**src/rtl/decoder_rr_arbiter_if.sv**
```systemverilog
// Request/grant bundle between the request sources and the round-robin arbiter.
// The grant side carries the decoder enable, the binary select and the decoded one-hot.
interface decoder_rr_arbiter_if;
  logic [15:0] req;
  logic        grant_valid;
  logic [3:0]  grant_idx;
  logic [15:0] grant_onehot;
  logic        timeout;

  modport master (
    output req,
    input  grant_valid,
    input  grant_idx,
    input  grant_onehot,
    input  timeout
  );

  modport slave (
    input  req,
    output grant_valid,
    output grant_idx,
    output grant_onehot,
    output timeout
  );
endinterface

```
**src/rtl/decoder_rr_arbiter.sv**
```systemverilog
// 16-way round-robin arbiter with bounded tenure and a two-cycle dead gap,
// driving a 4-to-16 decoder select (index + enable) and its registered one-hot form.
module decoder_rr_arbiter #(
  parameter logic [7:0] MAX_HOLD = 8'd8
) (
  input  logic                 clk,
  input  logic                 rst_n,
  decoder_rr_arbiter_if.slave  bus
);

  typedef enum logic [1:0] {
    S_IDLE  = 2'd0,
    S_GRANT = 2'd1,
    S_GAP   = 2'd2
  } state_e;

  state_e      state_q, state_d;
  logic [3:0]  ptr_q, ptr_d;
  logic [3:0]  idx_q, idx_d;
  logic        valid_q, valid_d;
  logic [15:0] onehot_q, onehot_d;
  logic [7:0]  hold_q, hold_d;
  logic        timeout_q, timeout_d;

  logic        pick_found;
  logic [3:0]  pick_idx;
  logic [3:0]  cand;

  // First requester at or after ptr_q, wrapping through 15 back to 0.
  always_comb begin
    pick_found = 1'b0;
    pick_idx   = ptr_q;
    cand       = '0;
    for (int i = 0; i < 16; i++) begin
      cand = ptr_q + 4'(i);
      if (!pick_found && bus.req[cand]) begin
        pick_found = 1'b1;
        pick_idx   = cand;
      end
    end
  end

  always_comb begin
    state_d   = state_q;
    ptr_d     = ptr_q;
    idx_d     = idx_q;
    valid_d   = valid_q;
    onehot_d  = onehot_q;
    hold_d    = hold_q;
    timeout_d = 1'b0;

    case (state_q)
      S_IDLE: begin
        valid_d  = 1'b0;
        onehot_d = '0;
        if (pick_found) begin
          idx_d    = pick_idx;
          valid_d  = 1'b1;
          onehot_d = 16'd1 << pick_idx;
          hold_d   = 8'd1;
          state_d  = S_GRANT;
        end
      end

      S_GRANT: begin
        if (!bus.req[idx_q] || (MAX_HOLD != 8'd0 && hold_q == MAX_HOLD)) begin
          // Releasing rotates the current holder to lowest priority.
          timeout_d = bus.req[idx_q];
          valid_d   = 1'b0;
          onehot_d  = '0;
          ptr_d     = idx_q + 4'd1;
          state_d   = S_GAP;
        end else if (hold_q != 8'hFF) begin
          hold_d = hold_q + 8'd1;
        end
      end

      S_GAP: begin
        valid_d  = 1'b0;
        onehot_d = '0;
        state_d  = S_IDLE;
      end

      default: begin
        valid_d  = 1'b0;
        onehot_d = '0;
        state_d  = S_IDLE;
      end
    endcase
  end

  always_ff @(posedge clk or negedge rst_n) begin
    if (!rst_n) begin
      state_q   <= S_IDLE;
      ptr_q     <= '0;
      idx_q     <= '0;
      valid_q   <= 1'b0;
      onehot_q  <= '0;
      hold_q    <= '0;
      timeout_q <= 1'b0;
    end else begin
      state_q   <= state_d;
      ptr_q     <= ptr_d;
      idx_q     <= idx_d;
      valid_q   <= valid_d;
      onehot_q  <= onehot_d;
      hold_q    <= hold_d;
      timeout_q <= timeout_d;
    end
  end

  assign bus.grant_valid  = valid_q;
  assign bus.grant_idx    = idx_q;
  assign bus.grant_onehot = onehot_q;
  assign bus.timeout      = timeout_q;

endmodule

```
**src/flat_wrapper.sv**
```systemverilog
// flat-port wrapper written by rule: the top's interface ports become plain ports
module decoder_rr_arbiter_flat 
#(
  parameter logic [7:0] MAX_HOLD = 8'd8
)
  (clk, rst_n, bus_req, bus_grant_valid, bus_grant_idx, bus_grant_onehot, bus_timeout);
  decoder_rr_arbiter_if bus_i ();
  input  logic clk;
  input  logic rst_n;
  input wire logic [$bits(bus_i.req)-1:0] bus_req;
  output wire logic [$bits(bus_i.grant_valid)-1:0] bus_grant_valid;
  output wire logic [$bits(bus_i.grant_idx)-1:0] bus_grant_idx;
  output wire logic [$bits(bus_i.grant_onehot)-1:0] bus_grant_onehot;
  output wire logic [$bits(bus_i.timeout)-1:0] bus_timeout;
  assign bus_i.req = bus_req;
  assign bus_grant_valid = bus_i.grant_valid;
  assign bus_grant_idx = bus_i.grant_idx;
  assign bus_grant_onehot = bus_i.grant_onehot;
  assign bus_timeout = bus_i.timeout;
  decoder_rr_arbiter #(.MAX_HOLD(MAX_HOLD)) u_core (.clk(clk), .rst_n(rst_n), .bus(bus_i));
endmodule
```
**config.mk**
```make
export PLATFORM = sky130hd
export DESIGN_NAME = decoder_rr_arbiter_flat
export DESIGN_NICKNAME = d
export VERILOG_FILES = /design/src/rtl/decoder_rr_arbiter_if.sv /design/src/rtl/decoder_rr_arbiter.sv /design/src/flat_wrapper.sv
export SDC_FILE = /design/constraint.sdc
export NUM_CORES = 1
export LEC_CHECK = 0
export ABC_AREA = 1
export CORE_ASPECT_RATIO = 0.75
export CORE_MARGIN = 8
export CORE_UTILIZATION = 35
export CTS_CLUSTER_SIZE = 25
export DETAILED_ROUTE_END_ITERATION = 16
export DONT_BUFFER_PORTS = 1
export PLACE_DENSITY = 0.57
export RECOVER_POWER = 100
export SLEW_MARGIN = 5
export SYNTH_ARGS = -nofsm -noshare
export SYNTH_HDL_FRONTEND = slang
export SYNTH_SLANG_ARGS = --single-unit
```
**constraint.sdc**
```tcl
create_clock -name clk -period 3.4 [get_ports clk]
set_input_delay 0.34 -clock clk [delete_from_list [all_inputs] [get_ports clk]]
set_output_delay 0.34 -clock clk [all_outputs]
set_load 0.01 [all_outputs]
```
# [Word-level counts from Yosys, hierarchy flattened]
# Index checks and enable logic that the tools add are counted.
[classes] add_sub_neg=17 n_mul=0 div_mod_pow=0 order_cmp=17 n_eq_ne=7 shift=1 mux=80 n_bitwise=0 n_reduce_logical=38
[op_table] op="$lt 4x5->1 const B" n=17
[op_table] op="$bmux 1 s4" n=17
[op_table] op="$mux 4" n=15
[op_table] op="$mux 1" n=37
[op_table] op="$add 4x4->4 const B" n=8
[op_table] op="$mux 16" n=2
[op_table] op="$pmux 16 s2" n=1
[op_table] op="$mux 8" n=3
[op_table] op="$add 4x3->4 const B" n=4
[op_table] op="$logic_not 1->1" n=16
[op_table] op="$pmux 8 s2" n=1
[op_table] op="$shl 1x4->16 const A" n=1
[op_table] op="$logic_and 1x1->1" n=15
[op_table] op="$add 4x1->4 const B" n=2
[op_table] op="$add 4x2->4 const B" n=2
[op_table] op="$add 8x1->8 const B" n=1
[op_table] op="$eq 8x4->1 const B" n=1
[op_table] op="$ne 8x8->1 const B" n=1
[op_table] op="$ne 2x1->1 const B" n=3
[op_table] op="$reduce_and 2->1" n=3
[op_table] op="$mux 2" n=2
[op_table] op="$pmux 2 s2" n=1
[op_table] op="$reduce_and 4->1" n=1
[op_table] op="$eq 2x1->1 const B" n=1
[op_table] op="5 further kinds" n=5
[word_totals] regBits=36 latchBits=0 mem_bits_rw=0 romBits=0 out_inout_bits=22 n_memories=0

# [Longest topological paths before layout]
# Gate-level depths: netlist of the first run.
[depth] ltp_word=51 depth_mapped=34

# [Least setup slack after synthesis of the first run]
# OpenSTA, ideal clock, no wires.
[synth_path] path_kind="flip-flop to flip-flop" from="reg u_core.ptr_q[0]" to="reg u_core.hold_q[6]" setup_time_ps=132 t_arrival_ps=3627 required_ps=3268 setup_slack_ps=-359 stages_incl_launch_ff=25 path_buffers=3 cell_sequence="dfrtp_1 -> inv_2 -> buf_6 -> clkbuf_1 -> ha_1 -> inv_1 -> buf_2 -> nand3_1 -> nand3_1 -> nand3_1 -> nand2_2 -> nand3_2 -> nor2_4 -> nand4_2 -> nor2_4 -> nand4_2 -> nor3_4 -> nand3_2 -> o21ai_4 -> inv_2 -> o21ai_4 -> inv_2 -> nand2_1 -> xor2_1 -> nor2_1"
[synth_via] elab_chain_cells=50 word_cells_on_any_way=95
[synth_lines] item="start, declared" line="decoder_rr_arbiter.sv:18" text="logic [3:0] ptr_q, ptr_d;"
[synth_lines] item="start signal, assigned" line="decoder_rr_arbiter.sv:103" text="ptr_q <= ptr_d;"
[synth_lines] item="parallel branches: the longest is 47 deep, another holds $add 4x1->4"
[synth_lines] item="$mux 1 (*)" line="decoder_rr_arbiter.sv:36" text="if (!pick_found && bus.req[cand]) begin"
[synth_lines] item="$ne 2x1->1 (no source line) (*)"
[synth_lines] item="$reduce_and 4->1 (no source line) (*)"
[synth_lines] item="end signal, assigned" line="decoder_rr_arbiter.sv:107" text="hold_q <= hold_d;"
[synth_lines] item="end, declared" line="decoder_rr_arbiter.sv:22" text="logic [7:0] hold_q, hold_d;"
# Every way passes the cells marked *. The select of a mux whose other input is x is not followed.
# A chain may end at the register's enable or synchronous reset.

# [Worst setup path after layout of the first run]
[layout_path] from="reg u_core.ptr_q[0]" to="reg u_core.onehot_q[1], in the netlist u_core.bus.grant_onehot[1]"
[layout_via] elab_chain_cells=51 word_cells_on_any_way=111
[layout_lines] item="parallel branches: the longest is 49 deep, another holds $add 4x1->4"
[layout_lines] item="$mux 16 (*)" line="decoder_rr_arbiter.sv:56" text="if (pick_found) begin"
[layout_lines] item="$pmux 16 s2 (*)" line="decoder_rr_arbiter.sv:52" text="case (state_q)"
[layout_lines] item="end signal, assigned" line="decoder_rr_arbiter.sv:106" text="onehot_q <= onehot_d;"
[layout_lines] item="end, declared" line="decoder_rr_arbiter.sv:21" text="logic [15:0] onehot_q, onehot_d;"
# Marked as above.

==> impl_results.md, run 1 <==
* Status: complete, but fails checks
* Failing checks: capacitance limit, slew limit
* Mapped Nets at around 640
* Syn Area/Cell at 6.05 um2
* Sink Count at 36
* Later-pin clock latency in the skew report at ~0.28 ns
* Final instance area at 0.00504 mm2
* First-pass GRT wire length at slightly above 20000 um
* Diodes inserted at 0
* Critical path class: flip-flop to flip-flop
* Maximum fanout along the worst path at 6
* RSZ-0062 raised after global routing: true
* Synthesis Warnings at 0
* CTS tree: done
* Clock root cell: clkbuf_16
* Placed cell area at 0.00432 mm2
* Skew final at approximately 0.0034 ns
* Ys flop type: dfrtp_1
* Clock buffer depth at 2
* Initial detailed-routing violation count at 297
* Largest net degree at the start of global routing at 37
* Final Hold Vio Count at 0
* Core ar. at approximately 0.010 mm2
* Min Clock Period, post-route at 3.34 ns
* Drt pass-1 iters at 4
* Port Buf Inserts at 0
* Die H at 105 um
* Async SR Flop Fraction at between 90% and 100%
* DPL Wire Length at between 9000 and 10000 um
* Max_cap viols at 1
* Relative slew slack at -27.6%
* Period Utilization, post-route at ~98%
* Share of layout cells above drive strength 1 at between 20 and 30%
* Vias post-DR at around 4300
* Flop-to-flop setup slack at 0.06 ns
* Die extent in x at 135 um
* Num ports at 40
* Netlist Area Pre-Place at roughly 0.0037 mm2
* Die Footprint at 0.0141 mm2
* P&R area growth vs syn at 36.7%
* Register area share after synthesis at between 20% and 30%
* Final net count at between 700 and 800
* Synth Register Bits at 36
* Final ANT Viol Nets at 0
* Setup crit start kind: flip-flop
* CTS Buf Count at 5
* Netlist cell types at 40
* Total Wirelength at around 13000 um
* Setup Viol. Count Final at 0
* Syn Inst Count at ~610
* Worst path arrival time at roughly 3.5 ns
* Worst path required time at approximately 3.6 ns
* Total grt overflow at 0
* CP endpoint kind: flip-flop
* HP Class: flip-flop to flip-flop
* WL/cell at ~16 um
* FMAX at 299 MHz
* Slew Viols, Final at 37
* DRC at 0
* H-tree levels at 2
* CTS clk-pin slew, worst paths at around 0.05 ns
* Placer congestion estimate at between 0.9 and 1
* Initial antenna violation count at 0
* Starting Density at between 30% and 40%
* Number of global-route vias before repair at between 3000 and 4000
* EDFF count, synth at 0
* Row cnt at 32
* Via density at between 5 and 6
* GRT Total Usage at between 10% and 20%
* Worst-Margin Slew at between 1.5 and 2 ns
[synth_stat cells (2+ instances only)]
library cell / count / area [um2]
a21oi_1: 10 / 50.1
a31oi_1: 2 / 12.5
and2_1: 2 / 12.5
buf_2: 6 / 30.0
buf_6: 2 / 22.5
clkbuf_1: 7 / 26.3
clkinv_1: 2 / 7.51
dfrtp_1: 36 / 901
ha_1: 10 / 125
inv_1: 60 / 225
inv_2: 6 / 22.5
mux2i_1: 2 / 20.0
nand2_1: 213 / 800
nand2_2: 4 / 25.0
nand3_1: 107 / 536
nand3_2: 2 / 20.0
nand4_1: 15 / 93.8
nand4_2: 2 / 25.0
nor2_1: 41 / 154
nor2_4: 2 / 22.5
nor3_1: 6 / 30.0
nor4_1: 2 / 12.5
o21a_1: 2 / 15.0
o21ai_0: 32 / 160
o21ai_1: 4 / 20.0
o21ai_4: 2 / 32.5
o221ai_1: 2 / 17.5
o31ai_1: 2 / 15.0
xnor2_1: 3 / 26.3
xor2_1: 13 / 114
[kinds of logic after synthesis]
logic type                 Yosys count  share of synthesized area, %
and+or+nand+nor                    399                          47.7
buffers and inverters               84                          9.26
AOI/OAI and AO/OA                   60                          9.64
DFF                                 36                          24.4
xor gates and xnor gates            18                          4.99
adders and majority gates           10                          3.39
muxes                                2                         0.543
[cell usage in the layout (no fill, tap or decap), types with 4 or more instances in the layout]
cell type  instances
nand2_1          197
nand3_1           73
buf_4             68
inv_1             53
dfrtp_1           34
nand3_2           29
nor2_1            28
o21ai_0           22
nand4_1           15
nand2_2           15
inv_2             11
o21ai_2           10
a21oi_1            9
xor2_1             8
nor2_4             8
nor2_2             8
nand3_4            7
nor3_1             6
xor2_2             6
buf_6              6
nand2_4            5
ha_1               5
clkbuf_16          5
o21ai_1            4
[layer usage]
layer / wire, um / track usage, % / vias to the layer above
met5: 0 / 0 / -
met4: 100 / 2.48 / 0
met3: 967 / 4.55 / 11
met2: 5390 / 25.5 / 135
met1: 6520 / 26.8 / 2002
li1: - / - / 2124
[flip-flops by register name, summed over array words and instances, names as in the netlist]
register and flops:
u_core.bus.grant_idx 4, u_core.ptr_q 4, u_core.state_q 2, u_core.hold_q 8
u_core.bus.timeout 1, u_core.bus.grant_onehot 16, u_core.bus.grant_valid 1
[path summary, 6_finish.rpt]
path,startpoint,end,cells past startpoint
setup / recovery,u_core.ptr_q[0]$_DFFE_PN0P_,u_core.bus.grant_onehot[1]$_DFFE_PN0P_,22
hold / removal,u_core.hold_q[5]$_DFFE_PN0P_,u_core.hold_q[5]$_DFFE_PN0P_,2
setup reg to reg,u_core.ptr_q[0]$_DFFE_PN0P_,u_core.bus.grant_onehot[1]$_DFFE_PN0P_,22
hold reg to reg,u_core.hold_q[5]$_DFFE_PN0P_,u_core.hold_q[5]$_DFFE_PN0P_,2
max in group asynchronous,rst_n,u_core.ptr_q[0]$_DFFE_PN0P_,2
min in group asynchronous,rst_n,u_core.bus.grant_onehot[14]$_DFFE_PN0P_,2
[through the flow]
stage / setup TNS [ns] / cells / util (%) / setup WS [ns] / hold WS (ns)
after floorplan: -0.604 / 609 / - / -0.166 / 0.0444
after global placement: -0.453 / 792 / 42.0 / -0.0780 / 0.0454
after detailed placement: -2.48 / 792 / 42.0 / -0.189 / 0.0453
after CTS: 0 / 804 / 44.3 / 0.0000819 / 0.509
after global routing: -3.34 / 813 / 49.0 / -0.177 / 0.560
final: 0 / 813 / 49.0 / 0.0559 / 0.535
[critical path: stages, from the launching register on]
cell and delay (ns):
dfrtp_2 0.45, inv_4 0.06, ha_4 0.33, buf_6 0.13, nand3_4 0.06, nand3_2 0.08, nand3_2 0.10, nand2_4 0.11
nand3_4 0.09, nor2_4 0.13, nand4_4 0.11, nor2_4 0.15, nand4_4 0.11, nor3_4 0.28, nand4_1 0.23, clkinv_2 0.18
nor2_1 0.07, nand2_2 0.14, nand2_4 0.09, nand2_2 0.09, nor2_1 0.06, nand4_1 0.10, nand2_1 0.06
[timing repair]
| action | CTS | global route |
|---|---|---|
| endpoints found under the hold margin | 36 | 0 |
| resized for setup | 12 | 112 |
| endpoints found under the setup margin | 25 | 27 |
| hold buffers | 2 | 0 |
| pin swaps | 2 | 26 |
| buffers inserted | 3 | 9 |
[area by class of cell]
cell class / instances / area [um2]
Timing Repair Buffer: 77 / 596
Fill cell: 1049 / 5250
Multi-Input combinational cell: 489 / 2960
Tap cell: 136 / 170
Inverter: 68 / 264
Clock buffer: 7 / 153
Sequential cell: 36 / 903
Power of run 1 is left out: the tool's default activity adds up to more than one toggle a clock period on the data nets, which glitch-free logic cannot reach.
==> run 2, diff against run 1 <==
--- a/config.mk
+++ b/config.mk
@@ -6,13 +6,16 @@
 export NUM_CORES = 1
 export LEC_CHECK = 0
 export ABC_AREA = 1
+export CAP_MARGIN = 20
+export CELL_PAD_IN_SITES_DETAIL_PLACEMENT = 0
+export CELL_PAD_IN_SITES_GLOBAL_PLACEMENT = 1
 export CORE_ASPECT_RATIO = 0.75
 export CORE_MARGIN = 8
 export CORE_UTILIZATION = 35
 export CTS_CLUSTER_SIZE = 25
 export DETAILED_ROUTE_END_ITERATION = 16
 export DONT_BUFFER_PORTS = 1
-export PLACE_DENSITY = 0.57
+export PLACE_DENSITY = 0.74
 export RECOVER_POWER = 100
 export SLEW_MARGIN = 5
 export SYNTH_ARGS = -nofsm -noshare
==> run 2 against run 1 <==
  * The run still ends with capacitance limit, slew limit left
  * Flip-flop and latch count unchanged
  * Setup slack got worse by 0.043 ns
  * Critical path depth increased by 1
  * First-iteration DRC count decreased by 7.4%
  * Global-route usage decreased by 0.68 points
==> impl_results.md, run 2 (synthesis results as in run 1) <==
* Status: complete, but fails checks (unchanged)
* Failing checks: capacitance limit, slew limit (unchanged)
* Initial antenna violation count at 0 (unchanged)
* Die extent in x at 135 um (unchanged)
* Vias post-DR at 4211 (was 4272)
* Max reg flops at 16 (unchanged)
* Largest net degree at the start of global routing at 37 (unchanged)
* Worst path arrival time at 3.60 ns (was 3.51 ns)
* Number of global-route vias before repair at 3906 (was 3939)
* Critical path class: flip-flop to flip-flop (unchanged)
* Crit. Startpoint: u_core.ptr_q[1]$_DFFE_PN0P_ (was u_core.ptr_q[0]$_DFFE_PN0P_)
* Starting Density at 35.8% (unchanged)
* Drt pass-1 iters at 5 (was 4)
* Row cnt at 32 (unchanged)
* Total Wirelength at 12500 um (was 13000 um)
* Fillers at 1030 (was 1049)
* First-pass GRT wire length at 19900 um (was 20600 um)
* Setup Viol. Count Final at 0 (unchanged)
* Worst path required time at 3.61 ns (was 3.56 ns)
* HP Class: flip-flop to flip-flop (unchanged)
* DPL Wire Length at 9840 um (was 9990 um)
* Port Buf Inserts at 0 (unchanged)
* Later-pin clock latency in the skew report at 0.27 ns (was 0.28 ns)
* CTS clk-pin slew, worst paths at 0.05 ns (about the same)
* Max_cap viols at 1 (unchanged)
* Clock root cell: clkbuf_16 (unchanged)
* Commonest non-fill, non-tap cell in the layout: nand2_1 (unchanged)
* CP endpoint kind: flip-flop (unchanged)
* Slew Viols, Final at 37 (unchanged)
* RSZ-0062 raised after global routing: true (unchanged)
* Total grt overflow at 0 (unchanged)
* Hold Path Origin: u_core.bus.grant_onehot[7]$_DFFE_PN0P_ (was u_core.hold_q[5]$_DFFE_PN0P_)
* Relative slew slack at -23.7% (was -27.6%)
* Num ports at 40 (unchanged)
* Setup crit start kind: flip-flop (unchanged)
* Final Util at 49.5% (was 49.0%)
* Setup TNS at 0 ns (unchanged)
* Placed cell area at 0.00438 mm2 (was 0.00432 mm2)
* Worst-Margin Slew at 1.86 ns (was 1.91 ns)
* CTS Buf Count at 5 (unchanged)
* Clock buffer depth at 2 (unchanged)
* Maximum fanout along the worst path at 7 (was 6)
* Via density at 5.12 (was 5.25)
* Die H at 105 um (unchanged)
* Final net count at 715 (was 705)
* WL/cell at 15.2 um (was 16.0 um)
* RR Startpoint: u_core.ptr_q[1]$_DFFE_PN0P_ (was u_core.ptr_q[0]$_DFFE_PN0P_)
* P&R area growth vs syn at 38.2% (was 36.7%)
* Share of layout cells above drive strength 1 at 29.5% (about the same)
* CTS tree: done (unchanged)
* Period Utilization, post-route at 99.6% (was 98.4%)
* Placer congestion estimate at 0.946 (was 0.918)
* H-tree levels at 2 (unchanged)
* Initial detailed-routing violation count at 275 (was 297)
* Final instance area at 0.00510 mm2 (was 0.00504 mm2)
* Commonest cells after routing, fill and taps aside: 194 x nand2_1, 71 x nand3_1, 71 x buf_4, 55 x inv_1, 36 x dfrtp_1 (was 197 x nand2_1, 73 x nand3_1, 68 x buf_4, 53 x inv_1, 34 x dfrtp_1)
* Final ANT Viol Nets at 0 (unchanged)
* Sink Count at 36 (unchanged)
* Core ar. at 0.0103 mm2 (unchanged)
* Final Hold Vio Count at 0 (unchanged)
* DRC at 0 (unchanged)
* GRT Total Usage at 17.2% (was 17.9%)
* Diodes inserted at 0 (unchanged)
* Skew final at 0.00314 ns (was 0.00339 ns)
* Min Clock Period, post-route at 3.39 ns (was 3.34 ns)
* FMAX at 295 MHz (was 299 MHz)
* Die Footprint at 0.0141 mm2 (unchanged)
-- run 2: per-layer routing --
layer / track usage (%) / wire (um) / up-vias
li1: - / - / 2145
met1: 25.7 / 6180 / 1949
met2: 25.8 / 5520 / 111
met3: 3.11 / 743 / 6
met4: 1.76 / 40 / 0
met5: 0 / 0 / -
-- run 2: final timing paths --
path                                                           to  slack (ns)  cells past startpoint
max reg2reg                u_core.bus.grant_onehot[6]$_DFFE_PN0P_        0.01                     23
max                        u_core.bus.grant_onehot[6]$_DFFE_PN0P_        0.01                     23
min                        u_core.bus.grant_onehot[7]$_DFFE_PN0P_        0.55                      2
max in group asynchronous           u_core.state_q[0]$_DFFE_PN0P_        1.20                      2
min in group asynchronous  u_core.bus.grant_onehot[5]$_DFFE_PN0P_        1.12                      2
min reg2reg                u_core.bus.grant_onehot[7]$_DFFE_PN0P_        0.55                      2
-- run 2: per-stage QoR --
step / std cells / setup WS (ns) / hold slack (ns)
2_1_floorplan: 609 / -0.166 / 0.0444
3_3_place_gp: 800 / 0.0414 / 0.0454
3_5_place_dp: 800 / -0.0368 / 0.0456
4_1_cts: 809 / 0.00175 / 0.521
5_1_grt: 823 / -0.199 / 0.562
6_report: 823 / 0.0129 / 0.547
-- run 2: repair_timing --
| item | 4_1_cts | 5_1_grt |
|---|---|---|
| hold endpoints to repair | 36 | 0 |
| resized for setup | 9 | 116 |
| setup buffers | 0 | 13 |
| pin swaps | 3 | 39 |
| endpoints found under the setup margin | 16 | 28 |
| hold buffers | 2 | 0 |
| gates cloned | 0 | 1 |
-- run 2: layout make-up --
class | instances | area (um2) | area share (%)
Multi-Input combinational cell | 490 | 2920 | 57.3
Sequential cell | 36 | 901 | 17.7
Timing Repair Buffer | 86 | 702 | 13.8
Inverter | 68 | 268 | 5.25
Tap cell | 136 | 170 | 3.34
Clock buffer | 6 | 129 | 2.53
Clock inverter | 1 | 5.00 | 0.0982
-- run 2: worst max-delay path, cell delays in order, from the launching register on --
cell	delay (ns)
dfrtp_1	0.41
inv_2	0.14
ha_4	0.26
inv_6	0.10
buf_6	0.11
nand3_2	0.09
nand3_2	0.09
nand2_2	0.08
nand2_1	0.09
o21ai_2	0.07
nor2_4	0.14
nand4_4	0.12
nor2_4	0.17
nand4_4	0.11
nor3_4	0.34
nand4_1	0.16
buf_6	0.18
inv_6	0.06
nor2_1	0.07
nand2_2	0.09
nand2_4	0.09
nor2_2	0.15
nand4_1	0.10
nand2_1	0.08
Power of run 2 is left out for the same reason.
